==> src/rtl/dmem_ctrl_pkg.sv <==
// Shared types and helpers for the data-memory access controller.
package dmem_ctrl_pkg;

  localparam int unsigned ADDR_W = 32;
  localparam int unsigned DATA_W = 32;

  // Controller states; 2-bit encoding shared with the top level.
  typedef enum logic [1:0] {
    ST_IDLE = 2'd0,
    ST_BUSY = 2'd1,
    ST_DONE = 2'd2,
    ST_ERR  = 2'd3
  } state_e;

  // Registered bus request payload, held stable for the whole access.
  typedef struct packed {
    logic              we;
    logic [ADDR_W-1:0] addr;
    logic [DATA_W-1:0] wdata;
  } bus_req_t;

  // Word accesses require the two low address bits to be zero.
  function automatic logic word_aligned(input logic [1:0] addr_lsb);
    return (addr_lsb == 2'b00);
  endfunction

  // Timeout counter width: clog2(timeout+1), never narrower than one bit.
  function automatic int unsigned cnt_width(input int unsigned timeout);
    return (timeout == 0) ? 1 : $clog2(timeout + 1);
  endfunction

endpackage

==> src/rtl/dmem_ctrl.sv <==
// Data-memory access controller: turns the datapath's one-cycle load/store
// into a registered, ack-handshaked bus transaction and stalls the datapath
// until it completes. Misalignment and bus timeouts lock into a sticky error.
module dmem_ctrl
  import dmem_ctrl_pkg::*;
#(
  parameter int unsigned TIMEOUT = 255
) (
  input  logic              clk,
  input  logic              rst,
  input  logic              cpu_ren,
  input  logic              cpu_wen,
  input  logic [ADDR_W-1:0] cpu_addr,
  input  logic [DATA_W-1:0] cpu_wdata,
  output logic [DATA_W-1:0] cpu_rdata,
  output logic              stall,
  output logic              bus_err,
  output logic              bus_cs,
  output logic              bus_we,
  output logic [ADDR_W-1:0] bus_addr,
  output logic [DATA_W-1:0] bus_wdata,
  input  logic [DATA_W-1:0] bus_rdata,
  input  logic              bus_ack
);

  localparam int unsigned     CNT_W   = cnt_width(TIMEOUT);
  localparam logic [CNT_W-1:0] CNT_LIM = CNT_W'(TIMEOUT);
  localparam logic             TO_EN   = (TIMEOUT != 0);

  state_e            state_q, state_d;
  logic [CNT_W-1:0]  cnt_q, cnt_d;
  bus_req_t          req_q, req_d;
  logic              cs_q, cs_d;
  logic              err_q, err_d;
  logic [DATA_W-1:0] rdata_q, rdata_d;
  logic              stall_c;
  logic              req_c;
  logic              aligned_c;

  // Request decode; a simultaneous read and write is treated as a write.
  always_comb begin
    req_c     = cpu_ren | cpu_wen;
    aligned_c = word_aligned(cpu_addr[1:0]);
  end

  // Next-state, next-register and combinational stall logic.
  always_comb begin
    state_d = state_q;
    cnt_d   = cnt_q;
    req_d   = req_q;
    cs_d    = cs_q;
    err_d   = err_q;
    rdata_d = rdata_q;
    stall_c = 1'b0;

    case (state_q)
      ST_IDLE: begin
        if (req_c) begin
          stall_c = 1'b1;
          if (aligned_c) begin
            req_d.we    = cpu_wen;
            req_d.addr  = {cpu_addr[ADDR_W-1:2], 2'b00};
            req_d.wdata = cpu_wdata;
            cs_d        = 1'b1;
            cnt_d       = '0;
            state_d     = ST_BUSY;
          end else begin
            err_d   = 1'b1;
            state_d = ST_ERR;
          end
        end
      end

      ST_BUSY: begin
        stall_c = 1'b1;
        if (bus_ack) begin
          if (!req_q.we) begin
            rdata_d = bus_rdata;
          end
          cs_d    = 1'b0;
          state_d = ST_DONE;
        end else if (TO_EN && (cnt_q == CNT_LIM)) begin
          cs_d    = 1'b0;
          err_d   = 1'b1;
          state_d = ST_ERR;
        end else if (cnt_q != {CNT_W{1'b1}}) begin
          cnt_d = cnt_q + CNT_W'(1);
        end
      end

      ST_DONE: begin
        state_d = ST_IDLE;
      end

      ST_ERR: begin
        stall_c = 1'b1;
        err_d   = 1'b1;
      end

      default: begin
        state_d = ST_IDLE;
      end
    endcase
  end

  // State and output registers with synchronous reset.
  always_ff @(posedge clk) begin
    if (rst) begin
      state_q <= ST_IDLE;
      cnt_q   <= '0;
      req_q   <= '0;
      cs_q    <= 1'b0;
      err_q   <= 1'b0;
      rdata_q <= '0;
    end else begin
      state_q <= state_d;
      cnt_q   <= cnt_d;
      req_q   <= req_d;
      cs_q    <= cs_d;
      err_q   <= err_d;
      rdata_q <= rdata_d;
    end
  end

  // Output mapping; stall is forced low while reset is held.
  always_comb begin
    stall     = stall_c & ~rst;
    bus_cs    = cs_q;
    bus_we    = req_q.we;
    bus_addr  = req_q.addr;
    bus_wdata = req_q.wdata;
    bus_err   = err_q;
    cpu_rdata = rdata_q;
  end

endmodule

==> config.mk <==
export PLATFORM = sky130hd
export DESIGN_NAME = dmem_ctrl
export DESIGN_NICKNAME = d
export VERILOG_FILES = /design/src/rtl/dmem_ctrl_pkg.sv /design/src/rtl/dmem_ctrl.sv
export SDC_FILE = /design/constraint.sdc
export NUM_CORES = 1
export LEC_CHECK = 0
export ABC_AREA = 0
export CORE_AREA = 5 5 136 86
export CTS_CLUSTER_SIZE = 24
export DETAILED_ROUTE_END_ITERATION = 6
export DIE_AREA = 0 0 141 91
export PLACE_DENSITY = 0.83
export SLEW_MARGIN = 30
export SYNTH_ARGS = -nofsm -noshare
export SYNTH_HDL_FRONTEND = slang
export SYNTH_SLANG_ARGS = --single-unit
==> constraint.sdc <==
create_clock -name clk -period 2.2 [get_ports clk]
set_input_delay 0.22 -clock clk [delete_from_list [all_inputs] [get_ports clk]]
set_output_delay 0.22 -clock clk [all_outputs]
set_load 0.03 [all_outputs]
==> summary.txt <==
Critical path
  – Max stage delay cell, worst path: dfxtp_1
  – Worst setup SP type: flop
  – WP depth: 4
  – CP top delay family: buffers and inverters
  – Crit path kind: reg -> out
  – CP cell instances: inv_1 > ha_1 > o31a_1 > dlygate4sd2_1
  – Data required, critical path: 1980 ps
  – Critical Path AT: 1760 ps
  – CP max stage delay: 400 ps
  – Worst R2R Path Depth: 7
  – CP endpoint kind: output port
  – Buf/Inv on CP: 2
  – CP max FO: 8

CTS
  – H-tree Lvls: 3
  – CTS tree: built
  – TritonCTS buffer count: 9
  – CTS resizes: 1
  – Clock-pin transition on the worst setup and hold timing paths: about 70 ps
  – # clock sinks: between 100 and 150
  – Clock Path Buffers: 2
  – Worst skew pair latency: around 340 ps
  – CTS Hold Buffers Added: 0
  – Root Driver: clkbuf_16
  – Post-CTS Setup Repair Bufs: 0

Flow run
  – Max Cap Violations: 0

GRT
  – Total Routing Usage GR: ~18%
  – GR Util met3: approximately 8.6%
  – Global-route wire length before repair: about 19 mm
  – Initial antenna violation count: 0
  – GR Overflow Total: 0
  – Vias in the first global route: 3967
  – Largest net degree at the start of global routing: 107
  – GR peak layer: met2
  – Global-route met2 utilization: ~30%
  – Met1 GRT Util: between 20% and 30%

Yosys
  – Predominant post-synthesis flop cell: dfxtp_1
  – Cells after synthesis: ~520
  – Syn avg cell area: roughly 7.8 sq um
  – Most instantiated cells after synthesis: nand2_1, dfxtp_1, a21oi_1, clkbuf_1, nor2_1
  – Synth cell types: 33
  – Cell Area, Synth: about 0.0040 sq mm
  – Asr flop ratio synth: 0%
  – Post-synth top area cell: dfxtp_1
  – Sequential area share after synthesis: ~53%
  – Top post-synthesis cells by area: dfxtp_1, nand2_1, a21oi_1
  – Synth warn: 0
  – Count leader, synth: nand2_1
  – EDFF count, synth: 0
  – Seq cells post-synth: 107
  – Synth top area share: a little over half

Routing
  – Antenna viol nets, final: 0
  – Via/cell ratio: about 4.9
  – Total iterations of the first detailed-routing run: 5
  – Post-DR wirelength/cell: 14.48 um
  – Drt total wl: 12.22 mm
  – DR iter-0 viols: 182
  – Vias: around 4000
  – Residual DRC count: 0

Timing
  – RSZ-0062 raised after global routing: no
  – Max Slew Vio Count: 0
  – Final Critical Period: ~2000 ps
  – Skew final: 7.132 ps
  – Slew margin rel.: between 40% and 50%
  – Fin. Hold Viols: 0
  – Crit share post-route: approximately 90%
  – Fmax: 0.5040 GHz
  – Worst slew pin tran: 776.7 ps
  – Setup-failing EPs final: 0
  – Setup tns final: 0 ps

Die
  – Core Rows: 29
  – Die H: 91 um
  – Core Region: just over 0.01 sq mm
  – Total Die Area: 0.01283 sq mm
  – Num ports: roughly 200
  – Die X: roughly 140 um
  – Starting Density: a little under 40%

Power
  – P_leak: ~2.2 nW
  – VDD IR max: around 0.00054 V
  – Tot Pwr: 5.687 mW
  – Pwr dens: between 800 and 900 mW/mm^2

Final layout
  – Filler cell count: ~870
  – Share of layout cells above drive strength 1: under 10%
  – P&R area growth vs syn: 59.24%
  – ANT cells: 0
  – Layout Nets: roughly 810

Outcome
  – Status: completed

Min path
  – Worst Hold Depth: 4
  – Hold Path Class: in -> reg

Placement
  – Placer Congestion: approximately 0.8
  – Detailed Place HPWL: 9.022 mm
  – IO Port Bufs: about 200
through the flow:
stage	setup slack (ps)	hold slack (ps)	util, %	instances	cell area [sq um]
2_1_floorplan	497.0	356.0	-	519	4031
3_3_place_gp	134.1	441.0	59.51	828	6132
3_5_place_dp	103.2	445.9	59.51	828	6132
4_1_cts	189.4	249.7	62.20	844	6410
5_1_grt	142.6	280.7	62.24	844	6414
6_report	215.8	274.0	62.24	844	6414
worst paths after layout:
check	startpoint	end	slack (ps)
max reg2reg	state_q[0]	cnt_q[7]	320
min reg2reg	bus_addr[11]	bus_addr[11]	450
min	rst	bus_err	270
max	state_q[1]	stall	220
cell families after synthesis:
family / Yosys count / share of synthesized area (%)
AO/OA/AOI/OAI: 121 / 16.03
adder cells (fa/ha/maj): 6 / 1.864
multiplexers: 3 / 0.7456
flip-flops: 107 / 53.18
AND/OR/NAND/NOR: 242 / 24.32
buffers and inverters: 38 / 3.759
other: 1 / 0.09311
placed cells by master (no fill, tap or decap), types with 3 or more instances in the layout:
cell type | netlist | routed
nand3_1 | 7 | 7
inv_1 | 3 | 3
nor2_1 | 12 | 10
buf_4 | 2 | 5
nand2_1 | 200 | 200
clkinvlp_4 | 0 | 3
mux2i_1 | 3 | 3
o21ai_0 | 7 | 7
nor3_1 | 4 | 4
ha_1 | 6 | 6
dfxtp_1 | 107 | 107
clkdlybuf4s50_1 | 0 | 196
or2_2 | 3 | 3
nand2b_1 | 4 | 4
a21o_1 | 3 | 3
clkbuf_16 | 0 | 9
a21oi_1 | 102 | 102
where the power goes:
group          leakage, nW  switching (mW)  internal (mW)
clock network        0.128           0.697          0.801
registers            0.869           0.120           2.15
logic                 1.23            1.12          0.803
total                 2.23            1.93           3.75
sequential cells by signal, indices dropped and copies added (netlist names):
| signal | count |
|---|---|
| cpu_rdata | 32 |
| state_q | 2 |
| bus_we | 1 |
| bus_wdata | 32 |
| bus_addr | 30 |
| bus_err | 1 |
| cnt_q | 8 |
| bus_cs | 1 |
worst reg2reg max path, stage by stage (launching register included):
cell     delay [ps]
dfxtp_1         370
inv_1           100
ha_1            220
buf_4           160
o31a_4          140
or3_4           420
or3_1           350
o21ai_1          70
metal layers:
metal,vias to the layer above,share of wire (%)
met5,-,0
met2,145,46
li1,2048,-
met1,1882,43
met3,19,9.8
met4,0,1.8
cell type report:
class,instances,area [sq um],area share [%]
flip-flops and latches,107,2142,33.40
repair buffers,205,2059,32.11
multi-input cells,374,1748,27.25
clock buffers,11,242.7,3.785
well taps,139,173.9,2.712
clock inverters,5,36.28,0.5657
inverters,3,11.26,0.1756
Power figures use the tool's default switching activity.
